$ cat config.mk
export PLATFORM = sky130hd
export DESIGN_NAME = pll_reset_seq
export DESIGN_NICKNAME = d
export VERILOG_FILES = /design/src/rtl/pll_reset_seq.sv
export SDC_FILE = /design/constraint.sdc
export NUM_CORES = 1
export LEC_CHECK = 0
export CAP_MARGIN = 10
export CORE_ASPECT_RATIO = 0.6
export CORE_MARGIN = 2
export CORE_UTILIZATION = 58
export DETAILED_ROUTE_END_ITERATION = 8
export PLACE_DENSITY_LB_ADDON = 0.1
export SLEW_MARGIN = 5
export SYNTH_ARGS = -nofsm -noshare
export SYNTH_HDL_FRONTEND = slang
export SYNTH_SLANG_ARGS = --single-unit
$ cat constraint.sdc
create_clock -name clk -period 2.47 [get_ports clk]
set_input_delay 0.741 -clock clk [delete_from_list [all_inputs] [get_ports clk]]
set_output_delay 0.741 -clock clk [all_outputs]
set_load 0.01 [all_outputs]
$ cat src/rtl/pll_reset_seq.sv
// -----------------------------------------------------------------------------
// pll_reset_seq
//
// Bring-up sequencer for the iCE40 PLL. It holds the PLL in reset for a fixed
// number of reference clocks, then waits for the PLL LOCK output to stay high
// long enough to be trusted. Only after that, and a further settling delay,
// does it release the system reset.
//
// Failure handling:
//   - If lock never settles within the timeout window, the PLL is pulsed again.
//   - After MAX_RETRIES such retries the block parks in FAILED.
//   - Losing lock after the PLL has been trusted restarts the sequence without
//     counting as a retry.
//
// The block runs on the PLL reference clock (the board oscillator). It
// therefore keeps working while the PLL output is dead.
//
// Ports:
//   clk        in   reference clock, same net as the PLL REFERENCECLK
//   rst        in   synchronous active-high reset, highest priority
//   lock_async in   PLL LOCK, asynchronous to clk
//   restart    in   single-cycle request to rerun the whole sequence
//   pll_resetb out  to PLL RESETB, 0 holds the PLL in reset
//   sys_rst    out  registered system reset, active high
//   ready      out  1 only while running with a trusted lock
//   fail       out  1 only once the retry budget is exhausted
//   retries    out  lock timeouts since the last rst/restart, saturating
// -----------------------------------------------------------------------------
module pll_reset_seq #(
  parameter int PLL_RST_CYCLES = 16,
  parameter int LOCK_TIMEOUT   = 12000,
  parameter int LOCK_STABLE    = 256,
  parameter int RELEASE_DELAY  = 16,
  parameter int MAX_RETRIES    = 3
) (
  input  logic       clk,
  input  logic       rst,
  input  logic       lock_async,
  input  logic       restart,
  output logic       pll_resetb,
  output logic       sys_rst,
  output logic       ready,
  output logic       fail,
  output logic [3:0] retries
);

  // The phase counter is shared by PLL_RST, STABLE and RELEASE.
  // It is sized for the longest of the three phases.
  localparam int CNT_MAX_A = (PLL_RST_CYCLES > LOCK_STABLE) ? PLL_RST_CYCLES : LOCK_STABLE;
  localparam int CNT_MAX   = (CNT_MAX_A > RELEASE_DELAY) ? CNT_MAX_A : RELEASE_DELAY;
  localparam int CNT_W     = $clog2(CNT_MAX) + 1;
  localparam int TMO_W     = $clog2(LOCK_TIMEOUT + 1);

  localparam logic [CNT_W-1:0] CNT_ONE      = CNT_W'(1);
  localparam logic [CNT_W-1:0] RST_LAST     = CNT_W'(PLL_RST_CYCLES - 1);
  localparam logic [CNT_W-1:0] STABLE_DONE  = CNT_W'(LOCK_STABLE);
  localparam logic [CNT_W-1:0] RELEASE_LAST = CNT_W'(RELEASE_DELAY - 1);
  localparam logic [TMO_W-1:0] TMO_ONE      = TMO_W'(1);
  localparam logic [TMO_W-1:0] TMO_LAST     = TMO_W'(LOCK_TIMEOUT - 1);
  localparam logic [3:0]       RETRY_LIMIT  = 4'(MAX_RETRIES);

  typedef enum logic [2:0] {
    PLL_RST   = 3'd0,
    WAIT_LOCK = 3'd1,
    STABLE    = 3'd2,
    RELEASE   = 3'd3,
    RUN       = 3'd4,
    FAILED    = 3'd5
  } state_t;

  state_t           state_q, state_d;
  logic [CNT_W-1:0] cnt_q, cnt_d;
  logic [TMO_W-1:0] tmo_q, tmo_d;
  logic [3:0]       retries_q, retries_d;
  logic             lockMeta_q, lockSync_q;
  logic             pllResetb_q, sysRst_q, ready_q, fail_q;
  logic             lockS;
  logic             timeout;

  assign lockS   = lockSync_q;
  assign timeout = (tmo_q == TMO_LAST);

  // Next-state logic for the sequencer.
  //
  // restart overrides everything in the state machine. Within WAIT_LOCK and
  // STABLE, the timeout is checked before lock progress, so a timeout landing
  // on the same cycle as a completed stability count still forces a retry.
  //
  // The timeout fires on the LOCK_TIMEOUT-th cycle after the PLL was let out
  // of reset. tmo is deliberately left running when lock drops back out of
  // STABLE, so a glitchy lock cannot stretch the window.
  always_comb begin
    state_d   = state_q;
    cnt_d     = cnt_q;
    tmo_d     = tmo_q;
    retries_d = retries_q;

    if (restart) begin
      state_d   = PLL_RST;
      cnt_d     = '0;
      tmo_d     = '0;
      retries_d = '0;
    end else begin
      case (state_q)
        PLL_RST: begin
          if (cnt_q == RST_LAST) begin
            state_d = WAIT_LOCK;
            cnt_d   = '0;
            tmo_d   = '0;
          end else begin
            cnt_d = cnt_q + CNT_ONE;
          end
        end

        WAIT_LOCK, STABLE: begin
          if (timeout) begin
            cnt_d = '0;
            tmo_d = '0;
            if (retries_q < RETRY_LIMIT) begin
              retries_d = retries_q + 4'd1;
              state_d   = PLL_RST;
            end else begin
              state_d = FAILED;
            end
          end else begin
            tmo_d = tmo_q + TMO_ONE;
            if (state_q == WAIT_LOCK) begin
              if (lockS) begin
                state_d = STABLE;
                cnt_d   = CNT_ONE;
              end
            end else if (!lockS) begin
              state_d = WAIT_LOCK;
            end else if (cnt_q == STABLE_DONE) begin
              state_d = RELEASE;
              cnt_d   = '0;
            end else begin
              cnt_d = cnt_q + CNT_ONE;
            end
          end
        end

        RELEASE: begin
          if (!lockS) begin
            state_d = PLL_RST;
            cnt_d   = '0;
            tmo_d   = '0;
          end else if (cnt_q == RELEASE_LAST) begin
            state_d = RUN;
            cnt_d   = '0;
          end else begin
            cnt_d = cnt_q + CNT_ONE;
          end
        end

        RUN: begin
          if (!lockS) begin
            state_d = PLL_RST;
            cnt_d   = '0;
            tmo_d   = '0;
          end
        end

        FAILED: begin
          state_d = FAILED;
        end

        default: begin
          state_d = PLL_RST;
          cnt_d   = '0;
          tmo_d   = '0;
        end
      endcase
    end
  end

  // All state lives in this single register block.
  //
  // The lock synchronizer is the only place the raw lock_async is sampled.
  //
  // The outputs are registered copies of functions of the next state. They
  // therefore change on the same edge as the state itself, without any
  // combinational path to the pins. This is what keeps sys_rst glitch-free
  // and ready an exact complement of it.
  always_ff @(posedge clk) begin
    if (rst) begin
      lockMeta_q  <= 1'b0;
      lockSync_q  <= 1'b0;
      state_q     <= PLL_RST;
      cnt_q       <= '0;
      tmo_q       <= '0;
      retries_q   <= '0;
      pllResetb_q <= 1'b0;
      sysRst_q    <= 1'b1;
      ready_q     <= 1'b0;
      fail_q      <= 1'b0;
    end else begin
      lockMeta_q  <= lock_async;
      lockSync_q  <= lockMeta_q;
      state_q     <= state_d;
      cnt_q       <= cnt_d;
      tmo_q       <= tmo_d;
      retries_q   <= retries_d;
      pllResetb_q <= (state_d != PLL_RST) && (state_d != FAILED);
      sysRst_q    <= (state_d != RUN);
      ready_q     <= (state_d == RUN);
      fail_q      <= (state_d == FAILED);
    end
  end

  assign pll_resetb = pllResetb_q;
  assign sys_rst    = sysRst_q;
  assign ready      = ready_q;
  assign fail       = fail_q;
  assign retries    = retries_q;

endmodule

==> results of run 1 <==
## cells in the final DEF, fill, tap and decap left out, drive strengths merged, types with 4 or more instances in the layout
cell type / instances
nand3: 10
buf: 8
and3: 5
a31oi: 7
o41ai: 4
or3: 7
a21oi: 5
xnor2: 9
clkdlybuf4s50: 11
or2: 7
nor2: 21
nor3: 9
nor4: 5
a22oi: 6
inv: 7
o21ai: 6
dfxtp: 36
clkbuf: 8
ha: 4
nand2: 20
and2: 7
## cells by family (layout without fill, tap and decap cells)
family / count (synthesis) / after routing / share of synthesized area [%]
and+or+nand+nor: 111 / 111 / 33.1
DFF: 36 / 36 / 37.6
xor gates and xnor gates: 10 / 10 / 4.58
muxes: 1 / 1 / 0.523
adders and majority gates: 4 / 4 / 2.61
buffers and inverters: 15 / 34 / 3.07
AOI/OAI and AO/OA: 45 / 45 / 18.5
## per-layer routing
layer / GRT usage (%) / vias up / part of all wire [%]
li1: - / 858 / -
met1: 39.5 / 840 / 52
met2: 35.3 / 82 / 39
met3: 7.09 / 12 / 7.0
met4: 11.7 / 0 / 2.0
met5: 0 / - / 0
## layout make-up
cell class / instances / area [sq um]
multi-input combinational: 171 / 1150
fill: 262 / 991
clock buffer: 8 / 90.1
tap: 45 / 56.3
sequential: 36 / 721
inverter: 7 / 26.3
timing repair buffer: 19 / 170
## repair_timing
action	in CTS	in global routing
setup endpoints to repair	0	7
gates resized for setup	0	2
buffers inserted	0	0
## power by group through the flow
| stage | clock [mW] | combinational (mW) | sequential (mW) |
|---|---|---|---|
| finish | 0.435 | 0.0338 | 0.588 |
| global route | 0.464 | 0.0373 | 0.588 |
| CTS | 0.438 | 0.0329 | 0.587 |
| detailed placement | 0 | 0.0325 | 0.600 |
| global placement | 0 | 0.0314 | 0.600 |
| floorplan | 0 | 0.0186 | 0.598 |
## worst paths after layout
kind	depth (start not counted)	slack [ns]	start	end
worst min-delay path	1	0.47	lockMeta_q	lockS
worst max-delay path	7	0.16	restart	cnt_q[4]
worst min register to register	1	0.47	lockMeta_q	lockS
worst max register to register	5	0.17	tmo_q[5]	cnt_q[8]
## flip-flops by register name (all words and copies together), names as in the netlist
signal / cells
cnt_q: 9
fail: 1
lockMeta_q: 1
lockS: 1
pll_resetb: 1
ready: 1
retries: 4
state_q: 3
sys_rst: 1
tmo_q: 14
## per-stage QoR
| stage | setup WS, ns | TNS [ns] | cells | utilization [%] |
|---|---|---|---|---|
| finish | 0.156 | 0 | 286 | 69.1 |
| global route | 0.0250 | 0 | 286 | 69.1 |
| CTS | 0.0816 | 0 | 286 | 68.6 |
| detailed placement | -0.210 | -1.40 | 278 | 65.8 |
| global placement | -0.132 | -0.795 | 278 | 65.8 |
| floorplan | 0.314 | 0 | 222 | - |
## worst register-to-register path: stages (launching register included)
cell	delay [ns]
dfxtp_1	0.36
or4b_4	0.57
or4_4	0.57
a32o_1	0.36
a22oi_1	0.24
o41ai_2	0.10
==> results.json, run 1 <==
{
  "status": "completed",
  "die_area_sq_um": 3790,
  "synth-main-ff-cell": "dfxtp_1",
  "drtIter0Drc": 151,
  "ant_nets": 0,
  "cp_max_fo": 9,
  "grt_pass1_wl_mm": 7.78,
  "ys_types": 56,
  "slowest_stage": "or3_1",
  "path_buf_inv": 2,
  "wirelength_mm": 4.62,
  "insertedDiodeCount": 0,
  "die_x_microns": 78.2,
  "rsz0062_at_grt": "no",
  "finalHoldViolCount": 0,
  "cts_tree": "built",
  "switching_power_uw": 231,
  "hold_buffers": 0,
  "avgViaCountPerCell": 6.27,
  "worst_slew_pin_slew_ns": 0.662,
  "hp-class": "flop to flop",
  "setup_violations": 0,
  "avgRoutedWirePerCell_microns": 16.2,
  "grtUsageTotal_pct": 26.4,
  "ioPinCount": 12,
  "synth_nets": 230,
  "ir_drop_mv": 0.338,
  "cts.htree.levels": 2,
  "min_period_over_period_pct": 93.7,
  "path_class": "input pin to flop",
  "clk_pin_slew_worst_paths_ns": 0.08,
  "ys_warn_count": 0,
  "p_sw_share_pct": 21.9,
  "yosysMostFrequentCell": "dfxtp_1",
  "antenna_found_initial": 0,
  "synth_area_leaders": "dfxtp_1, xnor2_1, nand2_1",
  "start_util_pct": 59.8,
  "syn_area_sq_um": 1910,
  "gp_congestion": 0.898,
  "internal_power_uw": 825,
  "async_flop_share_pct": 0,
  "drc": 0,
  "detail_route.first_pass.iterations": 5,
  "fin_area_sq_um": 2210,
  "drive_gt1_share_pct": 12.9,
  "totalPowerFinal_mw": 1.06,
  "hpwl_mm": 3.30,
  "avgSynthCellArea_sq_um": 8.62,
  "max-cap-violations": 0,
  "placed_cell_area_sq_um": 2110,
  "finalHoldWorstSlack_ns": 0.469,
  "core.rowCount": 16,
  "dr_total_vias": 1792,
  "clock_path_buffers": 2,
  "slew_headroom_pct": 55.5,
  "p_comb_share_pct": 3.2,
  "power_density_nw_per_um2": 478,
  "end_kind": "flop",
  "cts_sinks": 36,
  "io_buffer_count": 11,
  "p_leak_nw": 0.770,
  "grt_max_degree": 13,
  "synth-seq-cells": 36,
  "ys_seq_area_share_pct": 37.6,
  "clkPwrFrac_pct": 41.2,
  "finalNetCount": 248,
  "crit_required_ns": 2.68,
  "synth_top_cell_area_share_pct": 37.6,
  "finClkSkew_ns": 0.0110,
  "fmax_mhz": 432,
  "synth-edff-count": 0,
  "period_minus_slack_ns": 2.31,
  "worstPathCellList": "clkdlybuf4s50_1 -> or2_2 -> buf_4 -> or3_1 -> o41ai_4 -> a22oi_1 -> o31ai_1",
  "clk-insertion-delay-late_ns": 0.29,
  "seq_power_share_pct": 55.6,
  "critPathLaunchType": "input pin",
  "cp_top_family": "simple AND/OR/NAND/NOR gates",
  "overflow": 0,
  "cts-buffers-inserted": 5,
  "cp_slowest_stage_delay_ns": 0.43,
  "drv_slew": 0,
  "cts_root_buf": "clkbuf_8",
  "area_growth_pct": 15.6,
  "arrival_ns": 2.53,
  "yosysTopAreaCell": "dfxtp_1",
  "synth_commonest_cells": "dfxtp_1, nand2_1, nor2_1",
  "core_sq_um": 3200,
  "netlist_instances": 222,
  "die_h_microns": 48.5,
  "grt_pass1_vias": 1602
}
Power figures use the tool's default switching activity.
==> run 2: changes to the inputs <==
Settings changed: GPL_ROUTABILITY_DRIVEN set to 0.
==> results of run 2 <==
No change in the layout: final DEF, timing and power equal those of run 1.
